<file path="config.mk">
export PLATFORM = sky130hd
export DESIGN_NAME = huffman_param
export DESIGN_NICKNAME = d
export VERILOG_FILES = /design/src/rtl/huffman_param_pkg.sv /design/src/rtl/huffman_min2.sv /design/src/rtl/huffman_param.sv
export SDC_FILE = /design/constraint.sdc
export NUM_CORES = 1
export LEC_CHECK = 0
export BUFFER_PORTS_ARGS = -buffer_cell sky130_fd_sc_hd__buf_2
export CAP_MARGIN = 10
export CORE_ASPECT_RATIO = 1.1
export CORE_UTILIZATION = 60
export DETAILED_ROUTE_END_ITERATION = 7
export HOLD_SLACK_MARGIN = 0.15
export PLACE_DENSITY = 0.8
export RECOVER_POWER = 25
export SYNTH_ARGS = -nofsm -noshare
export SYNTH_HDL_FRONTEND = slang
export SYNTH_SLANG_ARGS = --single-unit
</file>
<file path="constraint.sdc">
create_clock -name clk -period 30.1 [get_ports clk]
set_clock_uncertainty 0.1 [all_clocks]
set_input_delay 3.01 -clock clk [delete_from_list [all_inputs] [get_ports clk]]
set_output_delay 3.01 -clock clk [all_outputs]
set_load 0.01 [all_outputs]
</file>
<file path="src/rtl/huffman_param_pkg.sv">
// Shared types and elaboration helpers for the parametrised Huffman coder.
package huffman_param_pkg;

  typedef enum logic [2:0] {
    S_IDLE,
    S_COUNT,
    S_REPORT,
    S_BUILD,
    S_DONE
  } state_t;

  // Ceiling log2, with clog2(1) == 0.
  function automatic int clog2(input int n);
    int r;
    r = 0;
    while ((1 << r) < n) r++;
    return r;
  endfunction

  // Merged node weights must hold NSYM saturated counts without overflow.
  function automatic int weight_width(input int cw, input int nsym);
    return cw + clog2(nsym);
  endfunction

endpackage

</file>
<file path="src/rtl/huffman_min2.sv">
// Combinational selector for the two lightest active nodes (ties -> highest index).
module huffman_min2
  import huffman_param_pkg::*;
#(
  parameter int NSYM = 6,
  parameter int WW   = 11,
  parameter int IW   = clog2(NSYM)
) (
  input  logic [NSYM*WW-1:0] i_weight,
  input  logic [NSYM-1:0]    i_active,
  output logic [IW-1:0]      o_a,
  output logic [IW-1:0]      o_b
);

  logic [WW-1:0] w_best_a;
  logic [WW-1:0] w_best_b;
  logic          w_found_a;
  logic          w_found_b;

  // '<=' while scanning upward lets a later equal weight win the tie.
  always_comb begin
    o_a       = '0;
    o_b       = '0;
    w_best_a  = '0;
    w_best_b  = '0;
    w_found_a = 1'b0;
    w_found_b = 1'b0;
    for (int unsigned k = 0; k < NSYM; k++) begin
      if (i_active[k] && (!w_found_a || i_weight[k*WW +: WW] <= w_best_a)) begin
        o_a       = IW'(k);
        w_best_a  = i_weight[k*WW +: WW];
        w_found_a = 1'b1;
      end
    end
    for (int unsigned k = 0; k < NSYM; k++) begin
      if (i_active[k] && (IW'(k) != o_a) &&
          (!w_found_b || i_weight[k*WW +: WW] <= w_best_b)) begin
        o_b       = IW'(k);
        w_best_b  = i_weight[k*WW +: WW];
        w_found_b = 1'b1;
      end
    end
  end

endmodule

</file>
<file path="src/rtl/huffman_param.sv">
// Frame histogram plus iterative two-minimum Huffman code builder, one merge per cycle.
module huffman_param
  import huffman_param_pkg::*;
#(
  parameter int NSYM = 6,
  parameter int DW   = 8,
  parameter int CW   = 8,
  parameter int LW   = 8
) (
  input  logic               clk,
  input  logic               reset,
  input  logic               gray_valid,
  input  logic [DW-1:0]      gray_data,
  output logic               in_ready,
  output logic               CNT_valid,
  output logic [NSYM*CW-1:0] CNT,
  output logic               code_valid,
  output logic [NSYM*LW-1:0] HC,
  output logic [NSYM*LW-1:0] M
);

  localparam int IW   = clog2(NSYM);
  localparam int WW   = weight_width(CW, NSYM);
  localparam int LENW = clog2(LW + 1);

  if (NSYM < 2) begin : g_bad_nsym
    $error("huffman_param: NSYM must be at least 2");
  end
  if (NSYM - 1 > LW) begin : g_bad_lw
    $error("huffman_param: LW must be at least NSYM-1");
  end

  state_t          r_state;
  logic [CW-1:0]   r_cnt     [NSYM];
  logic [CW-1:0]   r_cnt_out [NSYM];
  logic [WW-1:0]   r_weight  [NSYM];
  logic [NSYM-1:0] r_member  [NSYM];
  logic [LENW-1:0] r_len     [NSYM];
  logic [LW-1:0]   r_hc      [NSYM];
  logic [LW-1:0]   r_m       [NSYM];
  logic [NSYM-1:0] r_active;
  logic [IW-1:0]   r_round;
  logic            r_in_ready;
  logic            r_cnt_valid;
  logic            r_code_valid;

  logic [NSYM*WW-1:0] w_weight_flat;
  logic [IW-1:0]      w_a;
  logic [IW-1:0]      w_b;
  logic               w_in_range;
  logic [IW-1:0]      w_sym;

  assign w_in_range = (gray_data != '0) && (gray_data <= DW'(NSYM));
  assign w_sym      = IW'(gray_data - 1'b1);

  for (genvar k = 0; k < NSYM; k++) begin : g_flat
    assign w_weight_flat[k*WW +: WW] = r_weight[k];
    assign CNT[k*CW +: CW]           = r_cnt_out[k];
    assign HC[k*LW +: LW]            = r_hc[k];
    assign M[k*LW +: LW]             = r_m[k];
  end

  huffman_min2 #(.NSYM(NSYM), .WW(WW), .IW(IW)) u_min2 (
    .i_weight (w_weight_flat),
    .i_active (r_active),
    .o_a      (w_a),
    .o_b      (w_b)
  );

  assign in_ready   = r_in_ready;
  assign CNT_valid  = r_cnt_valid;
  assign code_valid = r_code_valid;

  always_ff @(posedge clk) begin
    if (reset) begin
      r_state      <= S_IDLE;
      r_in_ready   <= 1'b1;
      r_cnt_valid  <= 1'b0;
      r_code_valid <= 1'b0;
      r_round      <= '0;
      r_active     <= '0;
      for (int unsigned k = 0; k < NSYM; k++) begin
        r_cnt[k]     <= '0;
        r_cnt_out[k] <= '0;
        r_weight[k]  <= '0;
        r_member[k]  <= '0;
        r_len[k]     <= '0;
        r_hc[k]      <= '0;
        r_m[k]       <= '0;
      end
    end else begin
      r_cnt_valid  <= 1'b0;
      r_code_valid <= 1'b0;
      unique case (r_state)
        S_IDLE: begin
          if (gray_valid) begin
            for (int unsigned k = 0; k < NSYM; k++)
              r_cnt[k] <= (w_in_range && w_sym == IW'(k)) ? CW'(1) : '0;
            r_state <= S_COUNT;
          end
        end
        S_COUNT: begin
          if (gray_valid) begin
            if (w_in_range && r_cnt[w_sym] != '1)
              r_cnt[w_sym] <= r_cnt[w_sym] + 1'b1;
          end else begin
            for (int unsigned k = 0; k < NSYM; k++)
              r_cnt_out[k] <= r_cnt[k];
            r_cnt_valid <= 1'b1;
            r_in_ready  <= 1'b0;
            r_state     <= S_REPORT;
          end
        end
        S_REPORT: begin
          for (int unsigned k = 0; k < NSYM; k++) begin
            r_weight[k] <= WW'(r_cnt[k]);
            r_member[k] <= NSYM'(1) << k;
            r_len[k]    <= '0;
            r_hc[k]     <= '0;
            r_m[k]      <= '0;
          end
          r_active <= '1;
          r_round  <= '0;
          r_state  <= S_BUILD;
        end
        S_BUILD: begin
          // B members take a 0 bit: HC was cleared at REPORT, so only the mask grows.
          for (int unsigned k = 0; k < NSYM; k++) begin
            if (r_member[w_a][k]) begin
              r_hc[k]  <= r_hc[k] | (LW'(1) << r_len[k]);
              r_m[k]   <= r_m[k] | (LW'(1) << r_len[k]);
              r_len[k] <= r_len[k] + 1'b1;
            end else if (r_member[w_b][k]) begin
              r_m[k]   <= r_m[k] | (LW'(1) << r_len[k]);
              r_len[k] <= r_len[k] + 1'b1;
            end
          end
          r_weight[w_b] <= r_weight[w_a] + r_weight[w_b];
          r_member[w_b] <= r_member[w_a] | r_member[w_b];
          r_active[w_a] <= 1'b0;
          r_round       <= r_round + 1'b1;
          if (r_round == IW'(NSYM - 2)) begin
            r_code_valid <= 1'b1;
            r_state      <= S_DONE;
          end
        end
        S_DONE: begin
          r_in_ready <= 1'b1;
          r_state    <= S_IDLE;
        end
        default: r_state <= S_IDLE;
      endcase
    end
  end

endmodule

</file>
## Word-level counts from Yosys, hierarchy flattened

Memory sizes are Yosys's and may differ from the RTL's.
Index checks and enable logic that the tools add are counted.

- Register bits: 15
- Bits in writable memories: 318
- Input bits: 11
- Output and inout port bits: 147
- Logic and storage cells: 409
- Memories kept: 7

Memories:

| memory | words | bits a word | rd ports | clocked after Yosys merged registers in | wr ports | RTL line | source |
|---|---|---|---|---|---|---|---|
| r_weight | 6 | 11 | 8 | 0 | 6 | huffman_param.sv:36 | `logic [WW-1:0] r_weight [NSYM];` |
| r_cnt | 6 | 8 | 7 | 0 | 6 | huffman_param.sv:34 | `logic [CW-1:0] r_cnt [NSYM];` |
| r_cnt_out | 6 | 8 | 6 | 0 | 6 | huffman_param.sv:35 | `logic [CW-1:0] r_cnt_out [NSYM];` |
| r_hc | 6 | 8 | 6 | 0 | 6 | huffman_param.sv:39 | `logic [LW-1:0] r_hc [NSYM];` |
| r_m | 6 | 8 | 6 | 0 | 6 | huffman_param.sv:40 | `logic [LW-1:0] r_m [NSYM];` |
| r_member | 6 | 6 | 2 | 0 | 6 | huffman_param.sv:37 | `logic [NSYM-1:0] r_member [NSYM];` |
| 1 more memories | n/a | n/a | n/a | n/a | n/a | n/a |  |

- $add $sub $neg: 10
- Order comparisons: 13
- Eq/ne operators: 19
- Shifts and indexed selects: 6
- Muxes and demuxes: 203
- Bitwise operators: 88
- Reduce and logical (&&, ||, !) cells: 57

Operator list:

| operator | number |
|---|---|
| $mux 8 | 43 |
| $mux 11 | 17 |
| $le 11x11->1 | 10 |
| $mux 1 | 99 |
| $or 8x8->8 | 12 |
| $mux 4 | 18 |
| $or 1x1->1 | 72 |
| $shl 1x4->8 const A | 6 |
| $mux 6 | 7 |
| $mux 3 | 10 |
| $logic_and 1x1->1 | 25 |
| $add 4x1->4 const B | 6 |
| $eq 3x2->1 const B | 4 |
| $eq 3x3->1 const B | 4 |
| $pmux 3 s4 | 1 |
| $pmux 6 s2 | 1 |
| $add 11x11->11 | 1 |
| $reduce_or 11->1 | 1 |
| $logic_not 1->1 | 10 |
| $logic_or 1x1->1 | 10 |
| $add 8x1->8 const B | 1 |
| $le 8x3->1 const B | 1 |
| $mux 2 | 4 |
| $ne 8x8->1 const B | 1 |
| other kinds (25) | 32 |

## Depth between registers and ports, before layout

An unclocked memory read counts as a cell.

- Depth in word-level cells: 52
- Depth in mapped cells: 122
- Mapped depth without buffers: 106

## Modules after synthesis

A second synthesis with hierarchy kept.

- Cell total of the unflattened synthesis: 2001
- Area, all modules: 22703.0 um^2

By module, submodules not included:

| module | times used | cells each | area an instance (um^2) | sequential area each (um^2) |
|---|---|---|---|---|
| huffman_param | 1 | 1460 | 18556.5 | 11350.9 |
| huffman_min2 | 1 | 541 | 4146.5 | 0.0 |

## Worst setup path before layout

Ideal clock, no wire load.

- Path type: register to register
- Start point: register r_active[0]
- End point: memory r_weight[0][10] (data pin)
- Setup time: 278 ps
- Arrival time: 22014 ps
- Data required time: 29722 ps
- Setup slack: 7708 ps
- Stages on the path, launching flop included: 120
- Buffers on the path: 19
- Clock period less this slack: 22392 ps
- Cell sequence: dfxtp_1 -> clkbuf_1 -> clkbuf_1 -> nand2_1 -> ha_1 -> a211oi_1 -> nor2_1 -> or4b_2 -> o21ai_1 -> clkbuf_1 -> nor2_1 -> a21oi_1 -> ha_1 -> a21oi_1 -> o2111ai_1 -> a221oi_1 -> nor2_1 -> clkbuf_1 -> [... 84 more ...] -> buf_2 -> buf_2 -> nand2_1 -> nand3_1 -> nand3_1 -> fa_1 -> nor2b_1 -> o21ai_0 -> a21boi_0 -> o21ai_0 -> a21oi_1 -> a31oi_1 -> or4_1 -> a211oi_1 -> a41o_1 -> a31oi_1 -> o311ai_1 -> nor2_1

RTL lines:

| element | RTL line | source |
|---|---|---|
| start: declaration | huffman_param.sv:41 | `logic [NSYM-1:0] r_active;` |
| start signal: assignment | huffman_param.sv:81 | `r_active <= '0;` |
| start signal: assignment | huffman_param.sv:122 | `r_active <= '1;` |
| start signal: indexed assignment | huffman_param.sv:140 | `r_active[w_a] <= 1'b0;` |
| end: declaration | huffman_param.sv:36 |  |

==> flow_summary.json <==
{
  "core_area_sq_um": 34300,
  "fin_area_sq_um": 23000,
  "synth_async_sr_flop_share_pct": 0,
  "hold_viol_final": 0,
  "drive_gt1_share_pct": 8.44,
  "start_util_pct": 61.0,
  "gp_congestion": 1.09,
  "met2_usage_pct": 61.0,
  "num_io_pins": 158,
  "antenna_found_initial": 0,
  "antenna_cells": 0,
  "clk_pin_slew_ns": 0.06,
  "critPathKind": "flop to flop",
  "drt-pass1-iter-count": 8,
  "grtUsageMet1_pct": 48.5,
  "multi_input_comb_area_sq_um": 9790,
  "grt_usage_pct": 37.9,
  "fill_cells": 2724,
  "clk_latency_ns": 0.55,
  "chipWidth_um": 180,
  "overflow": 0,
  "cts_max_level": 2,
  "use_met3_pct": 7.08,
  "slowest_delay_ns": 0.97,
  "placed_cells": 2556,
  "cpMostUsedCell": "a21oi_1",
  "dp_hpwl_um": 49100,
  "routed_via_density": 6.66,
  "ys_warn_count": 0,
  "synth_edf_count": 334,
  "fin_hold_ws_ns": 0.395,
  "clockBufferDepth": 3,
  "die_h_um": 198,
  "yosysUniqueCellTypes": 82,
  "yosys-top-cells-count": "334 x edfxtp_1, 264 x nor2_1, 185 x nand2_1",
  "synth_seq_cells": 349,
  "tightestPinTransition_ns": 2.72,
  "yosys-top-cells-area": "edfxtp_1 48%, ha_1 9.8%, nor2_1 4.7%",
  "cts_made_buffers": 35,
  "grt_max_degree": 67,
  "cts-root-buf": "clkbuf_16",
  "clock_sinks": 349,
  "crit_slowest_cell": "dfxtp_1",
  "busiest_layer": "met2",
  "cp_data_required_time_ns": 30.25,
  "syn_nets": 2216,
  "slew_violations": 99,
  "wl_per_cell_um": 25.9,
  "final-seq-area_sq_um": 10300,
  "dieArea_sq_um": 35600,
  "fin_tns_setup_ns": 0,
  "status": "finished, violations left",
  "startpoint_type": "flop",
  "violations": "DRC, capacitance limit, slew limit",
  "worstPathMaxFanout": 30,
  "placedInstanceArea_sq_um": 22000,
  "grt_pass1_wl_um": 101000,
  "power.density_nw_per_um2": 61.1,
  "synth_top_area_share_pct": 48.0,
  "first_iter_violations": 2065,
  "rsz0062_at_grt": "no",
  "remaining_drc_errors": 3,
  "syn_to_final_growth_pct": 9.87,
  "cp-end-kind": "flop",
  "synth.most_common_cell": "edfxtp_1",
  "p_leak_uw": 0.00898,
  "vias": 17400,
  "vdd_ir_drop_max_mv": 0.0606,
  "rows": 71,
  "drt_wl_total_um": 67800,
  "max_cap_violations": 2,
  "cts_tree": "yes",
  "syn_area_sq_um": 20900,
  "yosysSeqAreaShare_pct": 49.4,
  "syn_avg_cell_area_sq_um": 10.2,
  "finalSetupViolations": 0,
  "ctsHoldBuffers": 0,
  "instances_no_fill": 2617,
  "crit_arrival_ns": 26.83,
  "syn_inst": 2040,
  "min_period_ns": 26.68,
  "relSlewSlack_pct": -81.6,
  "io_buffer_count": 157,
  "fmax_mhz": 37.5,
  "yosysTopAreaCell": "edfxtp_1",
  "cts_resized": 0,
  "min_path_type": "flop to flop",
  "fin_crit_sh_pct": 88.6,
  "grt_pass1_vias": 16700,
  "nNetsFinal": 2331,
  "synth_ff_type": "edfxtp_1",
  "ant_nets": 0,
  "post-cts-setup-buffer-count": 0
}
cell usage in the layout (no fill, tap or decap), types with 6 or more instances in the layout:
cell	count
edfxtp_1	334
a21oi_1	153
and3_1	8
o31ai_1	6
nor2_1	261
a21o_1	18
clkbuf_16	35
o21bai_1	6
xnor2_1	8
a211oi_1	13
nand2_1	185
dfxtp_1	15
o21a_1	26
o21ai_0	98
o211ai_1	11
and2_0	32
buf_2	54
a32o_1	9
a22o_1	38
o22ai_1	9
nand2b_1	11
and2_1	18
mux4_2	10
nand3b_1	7
mux2_2	17
clkbuf_1	116
mux2i_1	56
or3_1	11
a31oi_1	21
nor3b_1	15
nand3_1	55
nor2b_1	29
ha_1	164
xor2_1	12
inv_1	90
buf_4	30
nor3_1	65
nand4_1	26
critical path, delay by kind of cell, from the launching register on:
kind	cells	cell delay [ns]
mux	2	0.70
buf+inv	7	1.59
fa+ha+maj	11	3.52
simple gates	29	6.97
flops	1	0.97
compound gates	56	12.45
cells by family after synthesis:
logic type               share of synthesized area [%]
buffers and inverters                             3.94
multiplexers                                      4.68
AND/OR/NAND/NOR                                   16.6
adder cells (fa/ha/maj)                           9.91
flip-flops                                        49.4
XOR/XNOR                                         0.838
AO/OA/AOI/OAI                                     14.6
routing by layer:
metal	up-vias	part of all wire, %
li1	7721	-
met1	8377	38
met2	1099	46
met3	245	9.6
met4	0	6.0
met5	-	0
power breakdown:
group	leakage, uW	internal, uW	switching [uW]
combinational	0.00485	124	266
clock	0.000519	226	188
sequential	0.00361	564	36.8
cell type report:
type                    count  area share [%]
multi-input cells        1488            42.6
flip-flops and latches    349            45.0
well taps                 438            2.39
clock buffers              44            3.96
repair buffers            191            3.91
clock inverters            17           0.676
inverters                  90            1.47
registers in the layout (all words and copies together), names as in the netlist:
signal	cells
CNT_valid	1
r_member	36
r_m	48
r_len	24
r_cnt	64
code_valid	1
r_round	3
r_cnt_out	48
r_state	3
in_ready	1
r_active	6
r_hc	48
r_weight	66
metrics by stage:
| stage | power (uW) | util (%) | worst slack [ns] |
|---|---|---|---|
| final | 1400 | 67.0 | 3.42 |
| after global routing | 1450 | 67.0 | 1.31 |
| after CTS | 1390 | 67.4 | 4.02 |
| after detailed placement | 984 | 64.3 | 4.11 |
| after global placement | 976 | 64.3 | 4.71 |
| after floorplan | 853 | - | 7.71 |
final timing paths:
check | slack (ns) | from | depth (start not counted) | end
worst max-delay path | 3.42 | r_active[0] | 105 | r_weight[3][10]
worst min-delay path | 0.39 | r_round[1] | 2 | r_round[1]
worst max register to register | 3.42 | r_active[0] | 105 | r_weight[3][10]
worst min register to register | 0.39 | r_round[1] | 2 | r_round[1]
Note: power is estimated with default switching activity, not from simulation.
